## config.mk

```make
export PLATFORM = sky130hd
export DESIGN_NAME = freq_meter
export DESIGN_NICKNAME = d
export VERILOG_FILES = /design/src/rtl/freq_meter.sv
export SDC_FILE = /design/constraint.sdc
export NUM_CORES = 1
export LEC_CHECK = 0
export BUFFER_PORTS_ARGS = -buffer_cell sky130_fd_sc_hd__buf_2
export CORE_ASPECT_RATIO = 0.6
export CORE_UTILIZATION = 55
export CTS_CLUSTER_DIAMETER = 100
export DETAILED_ROUTE_END_ITERATION = 16
export GPL_TIMING_DRIVEN = 1
export PLACE_DENSITY = 0.75
export SYNTH_ARGS = -nofsm -noshare
export SYNTH_HDL_FRONTEND = slang
export SYNTH_SLANG_ARGS = --single-unit
```

## constraint.sdc

```tcl
create_clock -name clk -period 2.2 [get_ports clk]
set_clock_uncertainty 0.05 [all_clocks]
set_input_delay 0.11 -clock clk [delete_from_list [all_inputs] [get_ports clk]]
set_output_delay 0.11 -clock clk [all_outputs]
set_load 0.01 [all_outputs]
```

## src/rtl/freq_meter.sv

```systemverilog
`default_nettype none
// ============================================================================
// freq_meter - windowed zero-crossing counter with hysteresis; define
// FREQ_METER_AVG_EN to publish the floor average of the last 4 window counts.
// Revision 1.0
// ============================================================================
module freq_meter #(
  parameter int SAMPLE_W   = 4,
  parameter int CNT_W      = 10,
  parameter int WIN_CYCLES = 1600,
  parameter int HYST       = 0
) (
  input  logic                clk,
  input  logic                RESET,
  input  logic                stop,
  input  logic                edge_mode,
  input  logic [SAMPLE_W-1:0] signal,
  output logic [CNT_W-1:0]    result,
  output logic                result_valid,
  output logic                result_sat
);

  localparam int WIN_W = (WIN_CYCLES > 2) ? $clog2(WIN_CYCLES) : 1;
  localparam logic [WIN_W-1:0] c_win_last = WIN_W'(WIN_CYCLES - 1);
  localparam logic signed [SAMPLE_W-1:0] c_hyst_pos = SAMPLE_W'(HYST);
  localparam logic signed [SAMPLE_W-1:0] c_hyst_neg = SAMPLE_W'(-HYST);

  localparam logic [1:0] S_UNK = 2'd0;
  localparam logic [1:0] S_P   = 2'd1;
  localparam logic [1:0] S_N   = 2'd2;

  logic [WIN_W-1:0] r_win;
  logic [1:0]       r_state;
  logic [1:0]       w_state_nxt;
  logic [CNT_W-1:0] r_cnt;
  logic             r_sat;
  logic             w_pos;
  logic             w_neg;
  logic             w_rise;
  logic             w_fall;
  logic             w_inc;
  logic             w_cnt_full;
  logic [CNT_W-1:0] w_cnt_nxt;
  logic             w_sat_nxt;
  logic             w_term;
  logic             w_publish;

  // Samples inside the hysteresis band classify as neither POS nor NEG.
  assign w_pos = $signed(signal) >= c_hyst_pos;
  assign w_neg = $signed(signal) <  c_hyst_neg;

  always_ff @(posedge clk) begin
    if (RESET) begin
      r_state <= S_UNK;
    end else begin
      r_state <= w_state_nxt;
    end
  end

  always_comb begin
    w_state_nxt = r_state;
    case (r_state)
      S_UNK: begin
        if (w_pos)      w_state_nxt = S_P;
        else if (w_neg) w_state_nxt = S_N;
      end
      S_P:     if (w_neg) w_state_nxt = S_N;
      S_N:     if (w_pos) w_state_nxt = S_P;
      default: w_state_nxt = S_UNK;
    endcase
  end

  always_comb begin
    w_rise = 1'b0;
    w_fall = 1'b0;
    case (r_state)
      S_P:     w_fall = w_neg;
      S_N:     w_rise = w_pos;
      default: ;
    endcase
  end

  assign w_inc      = w_rise | (w_fall & ~edge_mode);
  assign w_cnt_full = &r_cnt;
  assign w_cnt_nxt  = (w_inc && !w_cnt_full) ? r_cnt + CNT_W'(1) : r_cnt;
  assign w_sat_nxt  = r_sat | (w_inc & w_cnt_full);
  assign w_term     = (r_win == c_win_last);
  assign w_publish  = w_term & ~stop;

  always_ff @(posedge clk) begin
    if (RESET || w_term) begin
      r_win <= '0;
    end else begin
      r_win <= r_win + WIN_W'(1);
    end
  end

  always_ff @(posedge clk) begin
    if (RESET || stop || w_term) begin
      r_cnt <= '0;
      r_sat <= 1'b0;
    end else begin
      r_cnt <= w_cnt_nxt;
      r_sat <= w_sat_nxt;
    end
  end

`ifdef FREQ_METER_AVG_EN
  // The window being closed is the newest of the 4; the 3 before it are stored.
  logic [CNT_W-1:0]   r_hist [0:2];
  logic [2:0]         r_hist_sat;
  logic [2:0]         r_fill;
  logic [CNT_W+1:0]   w_sum;
  logic               w_sat_or;
  logic               w_avg_ready;

  assign w_sum = (CNT_W+2)'(w_cnt_nxt) + (CNT_W+2)'(r_hist[0])
               + (CNT_W+2)'(r_hist[1]) + (CNT_W+2)'(r_hist[2]);
  assign w_sat_or    = w_sat_nxt | (|r_hist_sat);
  assign w_avg_ready = (r_fill >= 3'd3);

  always_ff @(posedge clk) begin
    if (RESET || stop) begin
      r_hist[0]  <= '0;
      r_hist[1]  <= '0;
      r_hist[2]  <= '0;
      r_hist_sat <= '0;
      r_fill     <= '0;
    end else if (w_publish) begin
      r_hist[0]  <= w_cnt_nxt;
      r_hist[1]  <= r_hist[0];
      r_hist[2]  <= r_hist[1];
      r_hist_sat <= {r_hist_sat[1:0], w_sat_nxt};
      r_fill     <= w_avg_ready ? 3'd4 : r_fill + 3'd1;
    end
  end

  always_ff @(posedge clk) begin
    if (RESET) begin
      result       <= '0;
      result_sat   <= 1'b0;
      result_valid <= 1'b0;
    end else begin
      result_valid <= w_publish & w_avg_ready;
      if (w_publish && w_avg_ready) begin
        result     <= w_sum[CNT_W+1:2];
        result_sat <= w_sat_or;
      end
    end
  end
`else
  always_ff @(posedge clk) begin
    if (RESET) begin
      result       <= '0;
      result_sat   <= 1'b0;
      result_valid <= 1'b0;
    end else begin
      result_valid <= w_publish;
      if (w_publish) begin
        result     <= w_cnt_nxt;
        result_sat <= w_sat_nxt;
      end
    end
  end
`endif

endmodule
`default_nettype wire

```

== Yosys cells after proc, flatten, opt, wreduce, memory -nomap -nowiden ==
Cells that the tools add are included.

* Word-level logic and storage cells: 36
* Register bits after elaboration: 36

* Bitwise logic cells: 7
* Eq/ne operators: 4
* Order comparisons: 2
* Reduce and logical (&&, ||, !) cells: 7
* $add $sub $neg: 2
* Multiplexer cells: 7

{| class="wikitable"
|+ Operators with widths
! cell !! number
|-
| $add 11x1->11 const B || 1
|-
| $eq 11x11->1 const B || 1
|-
| $add 10x1->10 const B || 1
|-
| $mux 10 || 1
|-
| $reduce_and 10->1 || 1
|-
| $mux 2 || 3
|-
| $pmux 2 s3 || 1
|-
| $ge 4x1->1 const B || 1
|-
| $lt 4x1->1 const B || 1
|-
| $and 1x1->1 || 3
|-
| $logic_or 1x1->1 || 3
|-
| $eq 2x1->1 const B || 1
|-
| $eq 2x2->1 const B || 1
|-
| $logic_not 2->1 || 1
|-
| $mux 1 || 2
|-
| $ne 2x2->1 const B || 1
|-
| $not 1->1 || 2
|-
| $or 1x1->1 || 2
|-
| $logic_and 1x1->1 || 1
|-
| $logic_not 1->1 || 1
|}

== Longest topological paths before layout ==
Gate-level depths: netlist of run 1.

* Word-level depth: 6
* Mapped depth: 8

== Worst setup path before layout of run 1 ==
No wires, ideal clock.

* Path kind: register to register
* From: reg r_win[0]
* To: reg r_cnt[0]
* Arrival time: 1.636 ns
* Cell stages (with the launch flop): 9
* Required time: 2.085 ns
* Path buffers: 3
* Clock period less this slack: 1.751 ns
* Setup time: 0.065 ns
* Slack: 0.449 ns
* Path through: dfxtp_1 > ha_1 > and3_4 > buf_6 > a31o_1 > buf_6 > or2_4 > buf_6 > nor2_1

* Word-level cells in the longest chain between the ends: 2

{| class="wikitable"
|+ Ends and longest elaborated chain
! element !! RTL line !! text
|-
| start: declaration || 32 || <nowiki>logic [WIN_W-1:0] r_win;</nowiki>
|-
| start signal: assignment || 94 || <nowiki>r_win <= r_win + WIN_W'(1);</nowiki>
|-
| $eq 11x11->1 || 87 || <nowiki>assign w_term = (r_win == c_win_last);</nowiki>
|-
| $logic_or 1x1->1 || 99 || <nowiki>if (RESET || stop || w_term) begin</nowiki>
|-
| end signal: assignment || 103 || <nowiki>r_cnt <= w_cnt_nxt;</nowiki>
|-
| end: declaration || 35 || <nowiki>logic [CNT_W-1:0] r_cnt;</nowiki>
|}

No other way between the ends.
A chain may end at the register's enable or synchronous reset.

== Worst setup path after layout of run 1 ==
* From: in signal[3]
* To: reg result[1]

* Word-level cells in the longest chain between the ends: 6
* Elaborated cells between the ends (all ways): 8
* Classes of those cells: order compare: 2; mux: 3; bitwise: 2; reduce/logical: 1

{| class="wikitable"
|+ Ends and longest elaborated chain
! element !! RTL line !! text
|-
| start: declaration || 17 || <nowiki>input logic [SAMPLE_W-1:0] signal,</nowiki>
|-
| $lt 4x1->1 || 50 || <nowiki>assign w_neg = $signed(signal) < c_hyst_neg;</nowiki>
|-
| $mux 1 || 76 || <nowiki>case (r_state)</nowiki>
|-
| $and 1x1->1 || 83 || <nowiki>assign w_inc = w_rise | (w_fall & ~edge_mode);</nowiki>
|-
| $or 1x1->1 (*) || 83 ||
|-
| $logic_and 1x1->1 (*) || 85 || <nowiki>assign w_cnt_nxt = (w_inc && !w_cnt_full) ? r_cnt + CNT_W'(1) : r_cnt;</nowiki>
|-
| $mux 10 (*) || 85 ||
|-
| end signal: assignment || 160 || <nowiki>result <= w_cnt_nxt;</nowiki>
|-
| end: declaration || 18 || <nowiki>output logic [CNT_W-1:0] result,</nowiki>
|}

Every way passes the cells marked *; elsewhere a longest branch is shown, timed or not.

==> results by group, run 1 <==
Floorplanning
  • Die X: around 70 um
  • Core Area: 2540 um^2
  • Die height: approximately 43 um
  • Row cnt: 14
  • Die footprint: a little under 3000 um^2
  • Initial Utilization: between 50% and 60%
  • Top-level I/O count: 20

GRT
  • Total track usage: 22.48%
  • Grt total ovfl: 0
  • Largest net degree at the start of global routing: 19
  • Vias in the first global route: around 1100
  • First-pass GRT wire length: approximately 5000 um
  • Initial antenna violation count: 0

STA
  • Hold Fails Final Rpt: 0
  • RSZ-0062 raised after global routing: false
  • Max frequency: 525.5 MHz
  • Slew headroom: 66.30%
  • Fin crit period: 1.903 ns
  • Worst-margin pin slew: between 0.5 and 0.6 ns
  • Post-route clock period utilization: 86.50%
  • Max Slew Vio Count: 0
  • Setup TNS: 0 ns
  • Setup violators final: 0

Logic synthesis
  • Synth Net Count: around 170
  • EDFF count, synth: 0
  • Post-synthesis cell area: 1504 um^2
  • Syn_area_per_cell: a little over 9 um^2
  • Fraction of registers with async set/reset: 0%
  • Ys Warns: 0
  • Compound-Gate Fraction of Synth Area: approximately 10%
  • Post-synthesis xor/xnor area fraction: 8.153%
  • Synth Area in Adders: 1.664%
  • Number of distinct library cells after synthesis: 35
  • Largest family of logic cells by synthesized area: simple AND/OR/NAND/NOR gates
  • Main synth FF type: dfxtp_1
  • Simple-gate share of the synthesized area: 26.29%
  • Synthesis-stage register bit count: 36
  • Sequential fraction of the synthesis area: roughly 48%
  • Cells after Synth: approximately 160
  • Mux share of post-synthesis cell area: about 1.3%

CTS
  • Hold Buf Count CTS: 1
  • Cts repair resizes: 0
  • Clock root buffer: clkbuf_8
  • CTS clock-pin slew for the worst setup and hold paths: 0.07 ns
  • Clk sink count: 36
  • CTS H-tree lvls: 2
  • CTS tree: built
  • Setup bufs post-CTS: 0
  • Worst-Skew Late Latency: 0.29 ns
  • CTS Buffer Depth: 2
  • Number of CTS-inserted buffers: 5

Min path
  • Hold Crit Endpoint: r_win[7]
  • Min-delay src: RESET
  • Hold path cells: 2
  • Min-Delay Path Class: input port to flop

Setup path
  • Crit end category: flop
  • WP data required: 2.31 ns
  • FF-to-FF setup slack: around 0.31 ns
  • Worst Path Max Fanout: 6
  • R2R cell count: 5
  • Reg-to-reg critical path startpoint: r_cnt[3]
  • CP Launch Type: input port
  • CP Class: input port to flop
  • Crit path arrival time: between 2 and 2.5 ns
  • RR Endpoint: result[1]

Cells and area
  • Antenna Cells: 0
  • Multi-input logic area: between 700 and 800 um^2
  • Nets: 190
  • Share of layout cells above drive strength 1: 16.57%
  • Register Area: between 700 and 800 um^2
  • Fillers: approximately 210
  • Synthesis-to-finish area growth: 11.06%

Pwr
  • Pleak: 0.0006769 uW
  • Peak supply drop: ~430 uV
  • PD cells: slightly above 700 nW/um^2
  • Total chip power: about 1200 uW

Route
  • Final ANT Viol Nets: 0
  • DRT Wirelength: 2894 um
  • Total number of vias: 1214
  • DR DRC count: 0
  • First-pass DRT Iterations: 4
  • Vias per inst: roughly 5.7
  • DR iter-0 viols: 80
  • Routed len/inst: about 14 um

Placement
  • IO Port Bufs: 16
  • RePlAce Congestion: around 0.83
  • DP HPWL: between 2000 and 2500 um

Run status
  • Status: finished, final reports clean

Job
  • Max Cap Viol: 0
[critical path, stage by stage]
cell,delay (ns)
dlygate4sd3_1,0.53
buf_2,0.14
or3b_2,0.47
nand2_1,0.19
o21ai_0,0.19
mux2i_1,0.28
a211oi_1,0.11
[state kept, by name (all words and copies together) (netlist names)]
name,flops
r_sat,1
result_sat,1
result,10
r_state,2
r_cnt,10
r_win,11
result_valid,1
[Yosys cell counts (2+ instances only)]
cell	instances	share of area, %
dfxtp_1	36	48
nor2_1	32	8.0
nand3_1	13	4.3
xor2_1	13	7.6
a211oi_1	9	4.5
and3_1	8	3.3
a21oi_1	5	1.7
nand2_1	5	1.2
buf_6	4	3.0
nand4_1	4	1.7
clkbuf_1	3	0.75
ha_1	2	1.7
inv_1	2	0.50
mux2i_1	2	1.3
nand3b_1	2	1.0
nor4_1	2	0.83
o21ai_0	2	0.67
o31ai_1	2	1.0
[worst max path at each step]
stage | endpoint | cells past startpoint | start
CTS | result[1] | 7 | signal[3]
global placement | result[3] | 5 | r_win[0]
finish | result[1] | 7 | signal[3]
floorplan | r_cnt[0] | 8 | r_win[0]
global route | result[6] | 5 | r_win[0]
detailed placement | result[7] | 5 | r_win[0]
[final cells by class]
cell class / instances / area share [%]
well taps: 32 / 2.397
multi-input cells: 117 / 42.62
inverters: 2 / 0.4494
clock buffers: 6 / 4.944
clock inverters: 2 / 0.5993
flip-flops and latches: 36 / 43.15
repair buffers: 18 / 5.843
[kinds of logic after synthesis]
group / after synthesis
buf+inv: 10
compound gates: 22
xor+xnor: 14
mux: 2
fa+ha+maj: 2
flops: 36
simple gates: 77
[per-layer routing]
layer  track usage, %  routed length, um  part of all wire (%)
met1            29.47               1497                    52
met2            33.40               1156                    40
met3            6.490                181                   6.3
met4            12.65                 59                   2.0
met5                0                  0                     0
[cell usage in the layout, fill, tap and decap left out, drive strengths merged, types with 4 or more instances in the layout]
master	instances
clkbuf	6
buf	17
dfxtp	36
a21oi	6
nand4	4
nor2	32
nand3	13
and3	9
xor2	13
nand2	5
a211oi	9
[stage by stage]
stage | hold slack, ns | cells | instance area [um^2] | util, % | setup slack (ns)
after floorplan | 0.1316 | 163 | 1504 | - | 0.4491
after global placement | 0.2534 | 204 | 1568 | 61.72 | 0.3772
after detailed placement | 0.2626 | 204 | 1568 | 61.72 | 0.3272
after CTS | 0.1209 | 213 | 1670 | 65.76 | 0.2885
after global routing | 0.1466 | 213 | 1670 | 65.76 | 0.1262
final | 0.1235 | 213 | 1670 | 65.76 | 0.2969
[report_power, final]
part / internal, uW / switching [uW] / total [uW]
clock: 250 / 237 / 487
sequential: 659 / 8.14 / 667
combinational: 16.7 / 23.7 / 40.4
(Power assumes the default switching activity.)
==> run 2, diff against run 1 <==
--- a/config.mk
+++ b/config.mk
@@ -6,7 +6,7 @@
 export NUM_CORES = 1
 export LEC_CHECK = 0
 export BUFFER_PORTS_ARGS = -buffer_cell sky130_fd_sc_hd__buf_2
-export CORE_ASPECT_RATIO = 0.6
+export CORE_ASPECT_RATIO = 0.5
 export CORE_UTILIZATION = 55
 export CTS_CLUSTER_DIAMETER = 100
 export DETAILED_ROUTE_END_ITERATION = 16
==> run 2 against run 1 <==
Critical path depth stayed put; flip-flop and latch count did not move; maximum frequency increased by 0.74%; worst setup slack better by 0.014 ns; first-iteration DRC count fell by 49%; via count shrank 5.4%; global-route usage decreased by 2.6 points; final area increased by 1.6%; core utilization rose by 5.3 points; total power increased by 6.2%.
==> results by group, run 2 (synthesis results as in run 1) <==
Run status
  • Status: finished, final reports clean

GRT
  • Largest net degree at the start of global routing: 19 (unchanged)
  • M3 GR Usage: 7.765% (+1.3 points)
  • Grt total ovfl: 0 (unchanged)
  • Met1 Resource Use GR: 21.52% (-8.0 points)
  • GRT busiest layer: met2
  • Initial antenna violation count: 0 (unchanged)
  • Vias in the first global route: 1024 (-8.4%)
  • First-pass GRT wire length: 4264 um (-14%)
  • Total track usage: 19.89% (-2.6 points)
  • Met2 Use GR: 36.59% (+3.2 points)

CTS
  • Clk sink count: 36 (unchanged)
  • CTS Buffer Depth: 2 (unchanged)
  • CTS tree: built
  • Number of CTS-inserted buffers: 5 (unchanged)
  • CTS clock-pin slew for the worst setup and hold paths: 0.07 ns (about the same)
  • Worst-Skew Late Latency: 0.28 ns (about the same)
  • Setup bufs post-CTS: 0 (unchanged)
  • CTS H-tree lvls: 2 (unchanged)
  • Clock root buffer: clkbuf_8

Cells and area
  • Nets: 191 (+0.53%)
  • Post-layout util: 71.07% (+5.3 points)
  • Largest regs: r_win x11, r_cnt x10, result x10
  • Commonest non-fill, non-tap cell in the layout: dfxtp_1
  • Antenna Cells: 0 (unchanged)
  • Synthesis-to-finish area growth: 12.81%
  • Most flops, register: r_win
  • Largest register FFs: 11 (unchanged)
  • Fillers: 180 (-15%)
  • Most frequent cells in the layout: 36 x dfxtp_1, 32 x nor2_1, 16 x buf_2
  • Share of layout cells above drive strength 1: 16.48% (-0.091 points)

STA
  • Setup TNS: 0 ns (unchanged)
  • Max Slew Vio Count: 0 (unchanged)
  • Post-route clock period utilization: 85.87% (-0.64 points)
  • Fin crit period: 1.889 ns (-0.01398 ns)
  • Worst-margin pin slew: 0.3647 ns (-0.1407 ns)
  • Max frequency: 529.4 MHz (+0.74%)
  • Hold_ws: 0.1352 ns (+0.01176 ns)
  • Slew headroom: 75.43% (+9.1 points)
  • RSZ-0062 raised after global routing: false
  • Setup violators final: 0 (unchanged)
  • Hold Fails Final Rpt: 0 (unchanged)

Placement
  • DP HPWL: 1752 um (-15%)
  • IO Port Bufs: 16 (unchanged)
  • RePlAce Congestion: 0.7682 (-7.9%)

Route
  • Routed len/inst: 11.81 um (-13%)
  • DRT Wirelength: 2562 um (-11%)
  • Vias per inst: 5.290 (-7.2%)
  • Total number of vias: 1148 (-5.4%)
  • First-pass DRT Iterations: 4 (unchanged)
  • DR iter-0 viols: 41 (-49%)
  • Final ANT Viol Nets: 0 (unchanged)
  • DR DRC count: 0 (unchanged)

Floorplanning
  • Initial Utilization: 63.00% (+3.8 points)
  • Die height: 38.98 um (-8.3%)
  • Row cnt: 12 (-2)
  • Core Area: 2387 um^2 (-6.0%)
  • Die footprint: 2960 um^2 (+0.19%)
  • Die X: 75.95 um (+9.3%)
  • Top-level I/O count: 20 (unchanged)

Setup path
  • Worst Path Max Fanout: 5 (-1)
  • CP Launch Type: input port
  • WP data required: 2.31 ns (about the same)
  • CP Class: input port to flop
  • Crit path arrival time: 2.00 ns (about the same)
  • Crit end category: flop

Job
  • Max Cap Viol: 0 (unchanged)

Pwr
  • Pleak: 0.0006866 uW (+1.4%)
  • Peak supply drop: 560.2 uV (+31%)
  • PD cells: 747.3 nW/um^2 (+4.5%)

Min path
  • Min-Delay Path Class: input port to flop
run 2: cell types whose count changed in the layout (fill, tap and decap cells not counted):
cell	before	now
clkinv_2	2	1
clkbuf_8	6	5
bufinv_16	0	1
clkbuf_1	0	1
buf_4	1	2
run 2: power by group:
part	switching, uW	internal [uW]
combinational	22.8	16.7
sequential	8.02	659
clock	225	336
run 2: per-stage QoR:
step	cells	setup slack (ns)	area, um^2	total power [uW]
4_1_cts	217	0.3119	1697	1283
3_5_place_dp	208	0.4600	1579	720.5
3_3_place_gp	208	0.4866	1579	718.8
6_report	217	0.3109	1697	1268
2_1_floorplan	163	0.4491	1504	711.1
5_1_grt	217	0.1726	1697	1313
run 2: cell type report:
class	instances	area (um^2)	area share, %
Clock buffer	6	72.57	4.277
Clock inverter	2	35.03	2.065
Inverter	2	7.507	0.4425
Multi-Input combinational cell	117	711.9	41.96
Sequential cell	36	720.7	42.48
Tap cell	35	43.79	2.581
Timing Repair Buffer	19	105.1	6.195
run 2: worst paths after layout:
check / start / endpoint / slack (ns) / depth (start not counted)
setup / recovery: signal[3] / result[8] / 0.31 / 7
hold / removal: RESET / r_win[7] / 0.14 / 2
hold reg to reg: r_sat / r_sat / 0.42 / 2
setup reg to reg: r_cnt[3] / result[1] / 0.42 / 5
run 2: critical path, stage by stage:
cell and delay (ns):
dlygate4sd3_1 0.53, buf_2 0.14, or3b_2 0.47, a21oi_2 0.25, nand4_1 0.14, mux2i_1 0.25, o31ai_1 0.10
run 2: timing repair:
| item | in CTS | in global routing |
|---|---|---|
| hold buffers | 1 | 0 |
| hold endpoints to repair | 1 | 0 |
| resized for setup | 0 | 0 |
run 2: metal layers:
| layer | vias up | routed length (um) |
|---|---|---|
| li1 | 603 | - |
| met1 | 520 | 1215 |
| met2 | 21 | 1213 |
| met3 | 4 | 114 |
| met4 | 0 | 19 |
| met5 | - | 0 |
